File: config.mk
export PLATFORM = sky130hd
export DESIGN_NAME = control_multiciclo
export DESIGN_NICKNAME = d
export VERILOG_FILES = /design/src/rtl/control_pkg.sv /design/src/rtl/control_alu.sv /design/src/rtl/control_multiciclo.sv
export SDC_FILE = /design/constraint.sdc
export NUM_CORES = 1
export LEC_CHECK = 0
export BUFFER_PORTS_ARGS = -buffer_cell sky130_fd_sc_hd__buf_2
export CAP_MARGIN = 20
export CORE_ASPECT_RATIO = 1.5
export CORE_MARGIN = 2
export CORE_UTILIZATION = 48
export CTS_CLUSTER_DIAMETER = 50
export DETAILED_ROUTE_END_ITERATION = 10
export PLACE_DENSITY = 0.84
export SYNTH_ARGS = -nofsm -noshare
export SYNTH_HDL_FRONTEND = slang
export SYNTH_HIERARCHICAL = 1
export SYNTH_SLANG_ARGS = --single-unit
File: constraint.sdc
create_clock -name clock -period 2.27 [get_ports clock]
set_input_delay 0.681 -clock clock [delete_from_list [all_inputs] [get_ports clock]]
set_output_delay 0.681 -clock clock [all_outputs]
set_load 0.005 [all_outputs]
File: src/rtl/control_pkg.sv
// Shared constants for the multicycle MIPS-subset control unit: opcodes,
// functs, FSM state encoding, mux encodings and ALU control codes.
package control_pkg;

  // Opcodes (IR[31:26])
  localparam logic [5:0] OpRtype = 6'h00;
  localparam logic [5:0] OpLw    = 6'h23;
  localparam logic [5:0] OpSw    = 6'h2B;
  localparam logic [5:0] OpBeq   = 6'h04;
  localparam logic [5:0] OpAddi  = 6'h08;
  localparam logic [5:0] OpJ     = 6'h02;

  // R-type functs (IR[5:0])
  localparam logic [5:0] FnAdd = 6'h20;
  localparam logic [5:0] FnSub = 6'h22;
  localparam logic [5:0] FnAnd = 6'h24;
  localparam logic [5:0] FnOr  = 6'h25;
  localparam logic [5:0] FnSlt = 6'h2A;

  // ALU control codes
  localparam logic [2:0] AluCtlAdd = 3'b010;
  localparam logic [2:0] AluCtlSub = 3'b110;
  localparam logic [2:0] AluCtlAnd = 3'b000;
  localparam logic [2:0] AluCtlOr  = 3'b001;
  localparam logic [2:0] AluCtlSlt = 3'b111;

  typedef enum logic [3:0] {
    StFetch  = 4'd0,
    StDecode = 4'd1,
    StExecR  = 4'd2,
    StWbR    = 4'd3,
    StExecI  = 4'd4,
    StWbI    = 4'd5,
    StAddr   = 4'd6,
    StMemRd  = 4'd7,
    StWbMem  = 4'd8,
    StMemWr  = 4'd9,
    StBranch = 4'd10,
    StJump   = 4'd11
  } state_e;

  typedef enum logic [1:0] {
    SrcBReg   = 2'd0,
    SrcBFour  = 2'd1,
    SrcBImm   = 2'd2,
    SrcBImmSh = 2'd3
  } alu_src_b_e;

  typedef enum logic [1:0] {
    PcSrcAlu    = 2'd0,
    PcSrcAluOut = 2'd1,
    PcSrcJump   = 2'd2
  } pc_source_e;

  // ALU operation class requested by the FSM
  typedef enum logic [1:0] {
    AluOpAdd   = 2'd0,
    AluOpSub   = 2'd1,
    AluOpFunct = 2'd2
  } alu_op_e;

endpackage

File: src/rtl/control_alu.sv
// ALU control decoder: maps the FSM's operation class and the funct field to
// the 3-bit ALU control code, and flags functs outside the supported set.
module control_alu
  import control_pkg::*;
(
  input  alu_op_e    alu_op_i,
  input  logic [5:0] funct_i,
  output logic [2:0] alu_control_o,
  output logic       funct_illegal_o
);

  // Decode operation class; funct legality is reported independently of class
  always_comb begin
    alu_control_o   = AluCtlAdd;
    funct_illegal_o = 1'b0;
    unique case (funct_i)
      FnAdd, FnSub, FnAnd, FnOr, FnSlt: funct_illegal_o = 1'b0;
      default:                          funct_illegal_o = 1'b1;
    endcase
    unique case (alu_op_i)
      AluOpAdd: alu_control_o = AluCtlAdd;
      AluOpSub: alu_control_o = AluCtlSub;
      AluOpFunct: begin
        unique case (funct_i)
          FnAdd:   alu_control_o = AluCtlAdd;
          FnSub:   alu_control_o = AluCtlSub;
          FnAnd:   alu_control_o = AluCtlAnd;
          FnOr:    alu_control_o = AluCtlOr;
          FnSlt:   alu_control_o = AluCtlSlt;
          default: alu_control_o = AluCtlAdd;
        endcase
      end
      default: alu_control_o = AluCtlAdd;
    endcase
  end

endmodule

File: src/rtl/control_multiciclo.sv
// Multicycle control unit: holds the instruction register, sequences
// fetch/decode/execute/memory/writeback and drives the datapath controls.
module control_multiciclo
  import control_pkg::*;
#(
  parameter int unsigned ANCHO_DIR = 5
) (
  input  logic                 clock,
  input  logic                 reset,
  input  logic [31:0]          instr,
  input  logic                 memReady,
  input  logic                 zero,
  output logic [ANCHO_DIR-1:0] A1,
  output logic [ANCHO_DIR-1:0] A2,
  output logic [ANCHO_DIR-1:0] A3,
  output logic                 writeRegister,
  output logic                 memToReg,
  output logic                 irWrite,
  output logic                 pcWrite,
  output logic                 pcWriteCond,
  output logic                 memRead,
  output logic                 memWrite,
  output logic                 iord,
  output logic                 aluSrcA,
  output logic [1:0]           aluSrcB,
  output logic [1:0]           pcSource,
  output logic [2:0]           aluControl,
  output logic                 illegalOp,
  output logic [3:0]           estado
);

  state_e      state_q, state_d;
  logic [31:0] ir_q;
  logic        illegal_q;
  logic        illegal_set;

  logic [5:0]  opcode;
  logic [5:0]  funct;
  logic        funct_illegal;
  logic        dest_nz;
  alu_op_e     alu_op;
  alu_src_b_e  src_b;
  pc_source_e  pc_src;

  assign opcode = ir_q[31:26];
  assign funct  = ir_q[5:0];

  assign A1 = ir_q[21 +: ANCHO_DIR];
  assign A2 = ir_q[16 +: ANCHO_DIR];
  assign A3 = (opcode == OpRtype) ? ir_q[11 +: ANCHO_DIR] : ir_q[16 +: ANCHO_DIR];

  // Writes to register 0 are dropped at the strobe; A3 is still driven
  assign dest_nz = (A3 != '0);

  assign illegalOp = illegal_q;
  assign estado    = state_q;
  assign aluSrcB   = src_b;
  assign pcSource  = pc_src;

  // zero is qualified with pcWriteCond in the datapath; shamt is not decoded
  logic unused_bits;
  assign unused_bits = ^{zero, ir_q[10:6]};

  control_alu u_control_alu (
    .alu_op_i        (alu_op),
    .funct_i         (funct),
    .alu_control_o   (aluControl),
    .funct_illegal_o (funct_illegal)
  );

  // State register
  always_ff @(posedge clock) begin
    if (reset) begin
      state_q <= StFetch;
    end else begin
      state_q <= state_d;
    end
  end

  // Instruction register and sticky illegal-operation flag
  always_ff @(posedge clock) begin
    if (reset) begin
      ir_q      <= '0;
      illegal_q <= 1'b0;
    end else begin
      if (irWrite) begin
        ir_q <= instr;
      end
      if (illegal_set) begin
        illegal_q <= 1'b1;
      end
    end
  end

  // Next-state logic and illegal detection
  always_comb begin
    state_d     = state_q;
    illegal_set = 1'b0;
    unique case (state_q)
      StFetch: begin
        if (memReady) state_d = StDecode;
      end
      StDecode: begin
        case (opcode)
          OpRtype:    state_d = StExecR;
          OpAddi:     state_d = StExecI;
          OpLw, OpSw: state_d = StAddr;
          OpBeq:      state_d = StBranch;
          OpJ:        state_d = StJump;
          default: begin
            state_d     = StFetch;
            illegal_set = 1'b1;
          end
        endcase
      end
      StExecR: begin
        state_d     = StWbR;
        illegal_set = funct_illegal;
      end
      StExecI: state_d = StWbI;
      StAddr:  state_d = (opcode == OpLw) ? StMemRd : StMemWr;
      StMemRd: begin
        if (memReady) state_d = StWbMem;
      end
      StMemWr: begin
        if (memReady) state_d = StFetch;
      end
      StWbR, StWbI, StWbMem, StBranch, StJump: state_d = StFetch;
      default: state_d = StFetch;
    endcase
  end

  // Moore output decode; only FETCH's irWrite/pcWrite look at memReady
  always_comb begin
    writeRegister = 1'b0;
    memToReg      = 1'b0;
    irWrite       = 1'b0;
    pcWrite       = 1'b0;
    pcWriteCond   = 1'b0;
    memRead       = 1'b0;
    memWrite      = 1'b0;
    iord          = 1'b0;
    aluSrcA       = 1'b0;
    src_b         = SrcBReg;
    pc_src        = PcSrcAlu;
    alu_op        = AluOpAdd;
    unique case (state_q)
      StFetch: begin
        memRead = 1'b1;
        src_b   = SrcBFour;
        irWrite = memReady;
        pcWrite = memReady;
      end
      StDecode: src_b = SrcBImmSh;
      StExecR: begin
        aluSrcA = 1'b1;
        alu_op  = AluOpFunct;
      end
      StWbR: writeRegister = dest_nz & ~funct_illegal;
      StExecI, StAddr: begin
        aluSrcA = 1'b1;
        src_b   = SrcBImm;
      end
      StWbI: writeRegister = dest_nz;
      StMemRd: begin
        memRead = 1'b1;
        iord    = 1'b1;
      end
      StWbMem: begin
        writeRegister = dest_nz;
        memToReg      = 1'b1;
      end
      StMemWr: begin
        memWrite = 1'b1;
        iord     = 1'b1;
      end
      StBranch: begin
        aluSrcA     = 1'b1;
        alu_op      = AluOpSub;
        pcWriteCond = 1'b1;
        pc_src      = PcSrcAluOut;
      end
      StJump: begin
        pcWrite = 1'b1;
        pc_src  = PcSrcJump;
      end
      default: ;
    endcase
  end

endmodule

==> impl_metrics.toml, run 1 <==
[yosys]
syn_area_per_cell_um2 = 7.52
synth.distinct_cells = 43
yosys_warnings = 6
synth_fp_nets = 274
synth-edff-count = 0
synthArstFlopShare = 0
synth_most_common_cell = "nand2_1"
ys_top_cells_by_area = "dfxtp_1 (36%), nand2_1 (13%), a21oi_1 (10%), buf_4 (4.7%), mux2_4 (4.2%)"
netlist_area_mm2 = 0.00178
synth_top_area_cell = "dfxtp_1"
synth-seq-cells = 32
ys_top_cells_by_count = "nand2_1 (60), a21oi_1 (36), dfxtp_1 (32), nor2_1 (12), buf_4 (11)"
synth.yosys.seq_area_share = 0.361
synthFlopType = "dfxtp_1"
synthCells = 236
synth_top_area_share = 0.361

[worst_setup_path]
critical_path.top_delay_family = "simple AND/OR/NAND/NOR gates"
cp_common_cell = "or3_4"
worstRegToRegCells = 5
critPathMaxStageDelay_ns = 0.41
path_cells = "or3_4 > or3_4 > mux2_4 > buf_6"
start_kind = "register"
r2r_slack_ns = 0.54
cp-end-kind = "primary output"
crit_path_max_fanout = 7
crit_slowest_cell = "or3_4"
worstPathRequired_ns = 1.59
crit_arrival_ns = 1.81
rr_startpoint = "estado[1]"
crit_type = "register to primary output"
r2r_end = "estado[0]"
path_buf_inv = 1

[final_layout]
post-route-util = 0.659
area_growth_pct = 34.2
n_fill_cell = 319
final_nets = 339
drive_gt1_frac = 0.397
antenna_cells = 0
stdcell_count = 345
fin_area_mm2 = 0.00238

[route]
vias = 1811
wl_per_cell_um = 12.1
drtAntennaViolNets = 0
firstDrtPassIters = 4
wl_mm = 4.19
viasPerCell = 5.25
drtIter0Drc = 21
route.detailed.drc = 0

[clocking]
clkTransAtPathRegs_ns = 0.06
tritoncts = "done"
cts_buffers = 5
clk_latency_ns = 0.27
clkSinkCount = 32
htreeDepth = 2
root_buffer = "clkbuf_8"
max-clock-path-buffers = 2

[placement]
place_inst = 335
place_hpwl_mm = 3.03
portBuffers = 65
dpl_cell_area_mm2 = 0.00213
gp_congestion = 0.817

[timing]
rsz0062_at_grt = "true"
finalClockSkew_ns = 0.00319
fin_crit_sh = 1.10
fmax_mhz = 401
timing.slew.headroom = 0.600
hold_viol_final = 0
layout_min_cycle_time_ns = 2.50
worst_slew_pin_slew_ns = 0.600
hold_slack_ns = 0.456
maxSlewViolCount = 0
setup_viol = 9
fin_ws_ns = -0.225

[hold_path]
hp-start = "ir_q[23]"
min_path_type = "register to register"
whs_path_depth = 2
holdPathEnd = "ir_q[23]"

[grt]
grt_max_degree = 36
grt-ovfl-total = 0
grt.met1_usage = 0.244
grt_pass1_vias = 1625
grt_pass1_wl_mm = 6.66
grt_use_met3 = 0.0437
gr-usage-met2 = 0.353
top_usage_layer = "met2"
antenna_found_initial = 0
grt_usage = 0.204

[pwr]
ir_drop_mv = 0.529
power_mw = 1.69
power_density_mw_per_mm2 = 709
power_leakage_nw = 1.03

[floorplanning]
die-area_mm2 = 0.00421
rows = 27
fp.coreArea_mm2 = 0.00361
initial_core_util = 0.491
die_w_um = 53.7
die-height_um = 78.5
io_pins = 72

[run]
maxCapViolations = 0

[outcome]
violations = "negative setup slack"
outcome = "complete, but fails checks"
[worst max path at each step]
stage / from / endpoint / slack, ns / cells past startpoint
final: ir_q[26] / A3[2] / -0.23 / 4
after global routing: ir_q[26] / writeRegister / -0.29 / 5
after CTS: ir_q[26] / A3[1] / -0.24 / 4
after detailed placement: ir_q[26] / writeRegister / -0.06 / 5
after global placement: ir_q[26] / A3[1] / -0.03 / 4
after floorplan: estado[1] / aluControl[2] / 0.02 / 7
[sequential cells by signal (all words and copies together), names as in the netlist]
| name | cells |
|---|---|
| ir_q | 27 |
| illegalOp | 1 |
| estado | 4 |
[layout by cell type, fill, tap and decap left out, drive strengths merged, types with 5 or more instances in the layout]
cell type / count
buf: 84
nand2: 60
a21oi: 36
dfxtp: 32
nor2: 12
nor3: 9
clkbuf: 8
mux2: 6
nand2b: 6
inv: 6
nand3: 5
[per-stage QoR]
stage / TNS (ns) / worst slack (ns)
global placement: -0.163 / -0.0311
CTS: -1.69 / -0.235
finish: -1.44 / -0.225
global route: -2.02 / -0.291
floorplan: 0 / 0.0217
detailed placement: -0.335 / -0.0593
[worst min-delay path: stages (launching register included)]
cell and delay, ns:
dfxtp_1 0.31, nand2_1 0.05, a21oi_1 0.05
[routing by layer]
layer | vias up | routed length (µm)
met5 | - | 0
met1 | 834 | 1750
met4 | 0 | 42
li1 | 931 | -
met2 | 42 | 2210
met3 | 4 | 186
[power by group]
part / switching [mW] / internal (mW)
clock: 0.186 / 0.247
sequential: 0.0487 / 0.625
combinational: 0.290 / 0.294
[what timing repair did]
item / CTS / global route
buffers inserted: 1 / 1
resized for setup: 18 / 13
setup endpoints to repair: 9 / 9
hold buffers: 0 / 0
pin swaps: 6 / 4
[cell type report]
class                           instances  area, µm²  share of cell area
Clock buffer                            8       90.1              0.0378
Inverter                                6       25.0              0.0105
Multi-Input combinational cell        172       1070               0.448
Sequential cell                        32        649               0.273
Tap cell                               43       53.8              0.0226
Timing Repair Buffer                   84        497               0.209
[kinds of logic (layout without fill, tap and decap cells)]
family	after synthesis	after routing	synth area share
AO/OA/AOI/OAI	53	53	0.173
XOR/XNOR	1	1	0.00493
adder cells (fa/ha/maj)	2	2	0.0141
buffers and inverters	32	98	0.0980
flip-flops	32	32	0.361
multiplexers	7	7	0.0543
AND/OR/NAND/NOR	109	109	0.295
(Power assumes the default switching activity.)
==> run 2: changes to the inputs <==
--- a/config.mk
+++ b/config.mk
@@ -6,13 +6,14 @@
 export NUM_CORES = 1
 export LEC_CHECK = 0
 export BUFFER_PORTS_ARGS = -buffer_cell sky130_fd_sc_hd__buf_2
-export CAP_MARGIN = 20
+export CELL_PAD_IN_SITES_DETAIL_PLACEMENT = 0
+export CELL_PAD_IN_SITES_GLOBAL_PLACEMENT = 1
 export CORE_ASPECT_RATIO = 1.5
-export CORE_MARGIN = 2
-export CORE_UTILIZATION = 48
+export CORE_MARGIN = 3
+export CORE_UTILIZATION = 33
 export CTS_CLUSTER_DIAMETER = 50
 export DETAILED_ROUTE_END_ITERATION = 10
-export PLACE_DENSITY = 0.84
+export PLACE_DENSITY = 0.83
 export SYNTH_ARGS = -nofsm -noshare
 export SYNTH_HDL_FRONTEND = slang
 export SYNTH_HIERARCHICAL = 1
==> run 2 against run 1 <==
Compared with the run above:
- the run still ends with negative setup slack left
- hold slack got worse by 0.0017 ns
- setup slack got worse by 0.014 ns
- utilization decreased by 19 points
- via count decreased by 0.28%
- register-to-register slack improved by 0.03 ns
==> impl_metrics.toml, run 2 (synthesis gave the netlist of run 1 again) <==
[outcome]
outcome = "complete, but fails checks"
violations = "negative setup slack"

[grt]
grt_usage = 0.153
grt_max_degree = 36
grt-ovfl-total = 0
antenna_found_initial = 0
grt_pass1_vias = 1722
grt_pass1_wl_mm = 7.53

[timing]
fmax_mhz = 398
hold_viol_final = 0
setup_tns_ns = -1.57
fin_crit_sh = 1.11
maxSlewViolCount = 0
finalClockSkew_ns = 0.00417
layout_min_cycle_time_ns = 2.51
fin_ws_ns = -0.240
timing.slew.headroom = 0.576
worst_slew_pin_slew_ns = 0.636
rsz0062_at_grt = "true"
setup_viol = 8

[pwr]
power_mw = 1.70
ir_drop_mv = 0.451
power_leakage_nw = 1.04
power_density_mw_per_mm2 = 709

[worst_setup_path]
critical_path.top_delay_family = "simple AND/OR/NAND/NOR gates"
cp_common_cell = "or3_4"
worstPathRequired_ns = 1.59
crit_arrival_ns = 1.83
worstRegToRegCells = 5
start_kind = "register"
cp-end-kind = "primary output"
crit_type = "register to primary output"
worstSetupStartpoint = "ir_q[26]"
r2r_end = "estado[0]"
rr_startpoint = "estado[1]"
path_cells = "or3_4 > or3_4 > mux2_4 > buf_6"
crit_slowest_cell = "or3_4"
path_buf_inv = 1
r2r_slack_ns = 0.57
cp.depth = 4
crit_path_max_fanout = 7
critPathMaxStageDelay_ns = 0.41
crit_path_end = "A3[4]"

[final_layout]
final_nets = 340
largest_register_ffs = 27
antenna_cells = 0
drive_gt1_frac = 0.396
area_growth_pct = 35.1
multi_input_area_mm2 = 0.00104
top_register = "ir_q"
seq_area_um2 = 646
n_fill_cell = 551
post-route-util = 0.464
stdcell_count = 371
final_cell_mix = "nand2_1 (60), buf_2 (60), a21oi_1 (36), dfxtp_1 (28), buf_4 (19)"

[route]
viasPerCell = 4.87
wl_per_cell_um = 12.4
firstDrtPassIters = 4
drtIter0Drc = 116
route.detailed.drc = 0
wl_mm = 4.62
vias = 1806
drtAntennaViolNets = 0

[clocking]
clk_latency_ns = 0.28
hold_buffers = 0
cts_buffers = 5
max-clock-path-buffers = 2
htreeDepth = 2
clkTransAtPathRegs_ns = 0.06
tritoncts = "done"
root_buffer = "clkbuf_8"
clkSinkCount = 32

[placement]
place_hpwl_mm = 3.34
gp_congestion = 0.866
portBuffers = 65
place_inst = 362

[floorplanning]
die-height_um = 95.8
initial_core_util = 0.344
die-area_mm2 = 0.00631
die_w_um = 65.9
fp.coreArea_mm2 = 0.00516
io_pins = 72
rows = 32

[hold_path]
min_path_type = "register to register"

[run]
maxCapViolations = 0
run 2: how the worst min path moves through the flow:
stage	slack, ns	from	depth (start not counted)	to
2_1_floorplan	0.44	ir_q[21]	2	ir_q[21]
3_3_place_gp	0.44	ir_q[23]	2	ir_q[23]
3_5_place_dp	0.45	ir_q[24]	2	ir_q[24]
4_1_cts	0.46	ir_q[22]	2	ir_q[22]
5_1_grt	0.47	ir_q[22]	2	ir_q[22]
6_report	0.45	ir_q[23]	2	ir_q[23]
run 2: where the power goes:
part | total (mW) | switching, mW | internal (mW)
logic | 0.584 | 0.294 | 0.290
clock network | 0.447 | 0.205 | 0.242
registers | 0.669 | 0.0445 | 0.624
total | 1.70 | 0.544 | 1.16
run 2: area by class of cell:
type | count | area share
clock buffers | 6 | 0.0344
clock inverters | 2 | 0.00417
inverters | 6 | 0.0104
multi-input cells | 172 | 0.433
flip-flops and latches | 32 | 0.269
well taps | 68 | 0.0355
repair buffers | 85 | 0.213
run 2: what timing repair did:
action	in CTS	in global routing
buffers inserted	2	0
gates resized for setup	19	8
pin swaps	6	1
setup endpoints to repair	9	9
run 2: per-layer routing:
layer | global-route usage | wire (µm) | vias up
met5 | 0 | 0 | -
met4 | 0.0640 | 91 | 0
met3 | 0.0292 | 190 | 8
met2 | 0.272 | 2380 | 40
met1 | 0.177 | 1950 | 823
li1 | - | - | 935
run 2: tightest hold or removal path, cell delays in order (launching register included):
cell and delay (ns):
dfxtp_1 0.31, nand2_1 0.05, a21oi_1 0.05
run 2: stage by stage:
step | hold slack [ns] | setup slack [ns] | instance area, µm²
after floorplan | 0.437 | 0.0217 | 1780
after global placement | 0.440 | 0.0172 | 2180
after detailed placement | 0.446 | 0.00457 | 2180
after CTS | 0.456 | -0.299 | 2370
after global routing | 0.474 | -0.285 | 2400
final | 0.455 | -0.240 | 2400
==> run 3: changes to the inputs <==
--- a/config.mk
+++ b/config.mk
@@ -14,6 +14,7 @@
 export CTS_CLUSTER_DIAMETER = 50
 export DETAILED_ROUTE_END_ITERATION = 10
 export PLACE_DENSITY = 0.83
+export SKIP_CTS_REPAIR_TIMING = 1
 export SYNTH_ARGS = -nofsm -noshare
 export SYNTH_HDL_FRONTEND = slang
 export SYNTH_HIERARCHICAL = 1
==> run 3 against run 2 <==
Compared with the run above:
- the flow still finishes with violations (negative setup slack)
- sequential share of layout area grew 0.062 points
- global-route usage down 0.27 points
- setup slack got worse by 0.051 ns
- final cell count did not move
- flip-flop and latch count is the same
- largest cell class unchanged
- clock power hardly changed
- register-to-register slack barely moved
- first-iteration DRC count fell by 7.8%
- combinational power rose by 3%
- utilization is 0.073 points higher
==> impl_metrics.toml, run 3 (synthesis gave the netlist of run 1 again) <==
[grt]
grt_max_degree = 36
grt_usage = 0.150
grt_pass1_vias = 1706
antenna_found_initial = 0
grt-ovfl-total = 0
grt_pass1_wl_mm = 7.42

[worst_setup_path]
cp-end-kind = "primary output"
cp_common_cell = "or3_4"
worstRegToRegCells = 5
path_cells = "or3_4 > or3_4 > buf_8 > mux2_4 > buf_6"
worstPathRequired_ns = 1.59
critPathMaxStageDelay_ns = 0.38
crit_arrival_ns = 1.88
r2r_end = "estado[3]"
crit_slowest_cell = "or3_4"
cp.depth = 5
start_kind = "register"
crit_path_max_fanout = 7
critical_path.top_delay_family = "simple AND/OR/NAND/NOR gates"
crit_path_end = "A3[2]"
path_buf_inv = 2
rr_startpoint = "ir_q[28]"
crit_type = "register to primary output"
r2r_slack_ns = 0.57
worstSetupStartpoint = "ir_q[26]"

[timing]
timing.slew.headroom = 0.575
maxSlewViolCount = 0
fin_crit_sh = 1.13
hold_viol_final = 0
finalClockSkew_ns = 0.00388
worst_slew_pin_slew_ns = 0.638
hold_slack_ns = 0.455
fmax_mhz = 391
setup_viol = 9
layout_min_cycle_time_ns = 2.56
fin_ws_ns = -0.291
rsz0062_at_grt = "true"

[pwr]
combPwrFrac = 0.350
ir_drop_mv = 0.451
power_leakage_nw = 1.04
intPower_mw = 1.17
power_density_mw_per_mm2 = 714
swShare = 0.319
sequentialPowerShare = 0.390
p_sw_mw = 0.547
power_frac_clock = 0.261

[route]
wl_mm = 4.64
viasPerCell = 4.89
firstDrtPassIters = 4
wl_per_cell_um = 12.5
route.detailed.drc = 0
vias = 1813
drtIter0Drc = 107
drtAntennaViolNets = 0

[floorplanning]
die-area_mm2 = 0.00631
fp.coreArea_mm2 = 0.00516
initial_core_util = 0.344
io_pins = 72
die_w_um = 65.9
die-height_um = 95.8
rows = 32

[final_layout]
largest_register_ffs = 27
stdcell_count = 371
drive_gt1_frac = 0.396
antenna_cells = 0
final_cell_mix = "nand2_1 (60), buf_2 (60), a21oi_1 (36), dfxtp_1 (28), buf_4 (19)"
area_growth_pct = 35.3
final_nets = 340
top_register = "ir_q"
fin_area_mm2 = 0.00240

[clocking]
root_buffer = "clkbuf_8"
clk_latency_ns = 0.28
cts_buffers = 5
htreeDepth = 2
clkSinkCount = 32
clkTransAtPathRegs_ns = 0.06
tritoncts = "done"
max-clock-path-buffers = 2

[placement]
dpl_cell_area_mm2 = 0.00218
place_hpwl_mm = 3.34
place_ws_ns = 0.00457
place_inst = 362
gp_congestion = 0.866
portBuffers = 65

[run]
maxCapViolations = 0

[hold_path]
min_path_type = "register to register"

[outcome]
violations = "negative setup slack"
outcome = "complete, but fails checks"
## run 3: cell types whose count changed in the layout (fill, tap and decap cells not counted)
cell,delta
buf_6,-1
buf_8,+1
dfxtp_2,-1
dfxtp_4,+1
inv_2,+1
inv_4,-1
## run 3: how the worst min path moves through the flow
stage                     startpoint        to  slack (ns)  cells after the start
after floorplan             ir_q[21]  ir_q[21]        0.44                      2
after global placement      ir_q[23]  ir_q[23]        0.44                      2
after detailed placement    ir_q[24]  ir_q[24]        0.45                      2
after CTS                   ir_q[22]  ir_q[22]        0.46                      2
after global routing        ir_q[22]  ir_q[22]        0.47                      2
final                       ir_q[23]  ir_q[23]        0.45                      2
## run 3: tightest hold or removal path, cell delays in order (launching register included)
cell and delay, ns:
dfxtp_1 0.31, nand2_1 0.05, a21oi_1 0.05
## run 3: layer usage
layer / vias to the layer above / part of all wire / track usage / wire length, µm
li1: 935 / - / - / -
met2: 45 / 0.52 / 0.267 / 2410
met3: 8 / 0.042 / 0.0292 / 196
met1: 825 / 0.42 / 0.174 / 1940
met4: 0 / 0.020 / 0.0623 / 91
met5: - / 0 / 0 / 0
## run 3: power groups by stage
stage               Combinational (mW)  Sequential [mW]  Clock [mW]
floorplan                        0.359            0.678           0
global placement                 0.538            0.675           0
detailed placement               0.543            0.677           0
CTS                              0.545            0.665       0.468
global route                     0.674            0.677       0.486
finish                           0.600            0.668       0.447
## run 3: per-stage QoR
| stage | setup TNS [ns] | total power [mW] | utilization |
|---|---|---|---|
| 2_1_floorplan | 0 | 1.04 | - |
| 3_3_place_gp | 0 | 1.21 | 0.422 |
| 3_5_place_dp | 0 | 1.22 | 0.422 |
| 4_1_cts | -2.57 | 1.68 | 0.440 |
| 5_1_grt | -2.38 | 1.84 | 0.465 |
| 6_report | -1.85 | 1.71 | 0.465 |
## run 3: area by class of cell
cell class	count	area, µm²
inverter	6	22.5
timing repair buffer	85	514
sequential	32	648
clock buffer	6	82.6
clock inverter	2	10.0
multi-input combinational	172	1040
fill	551	2760
tap	68	85.1
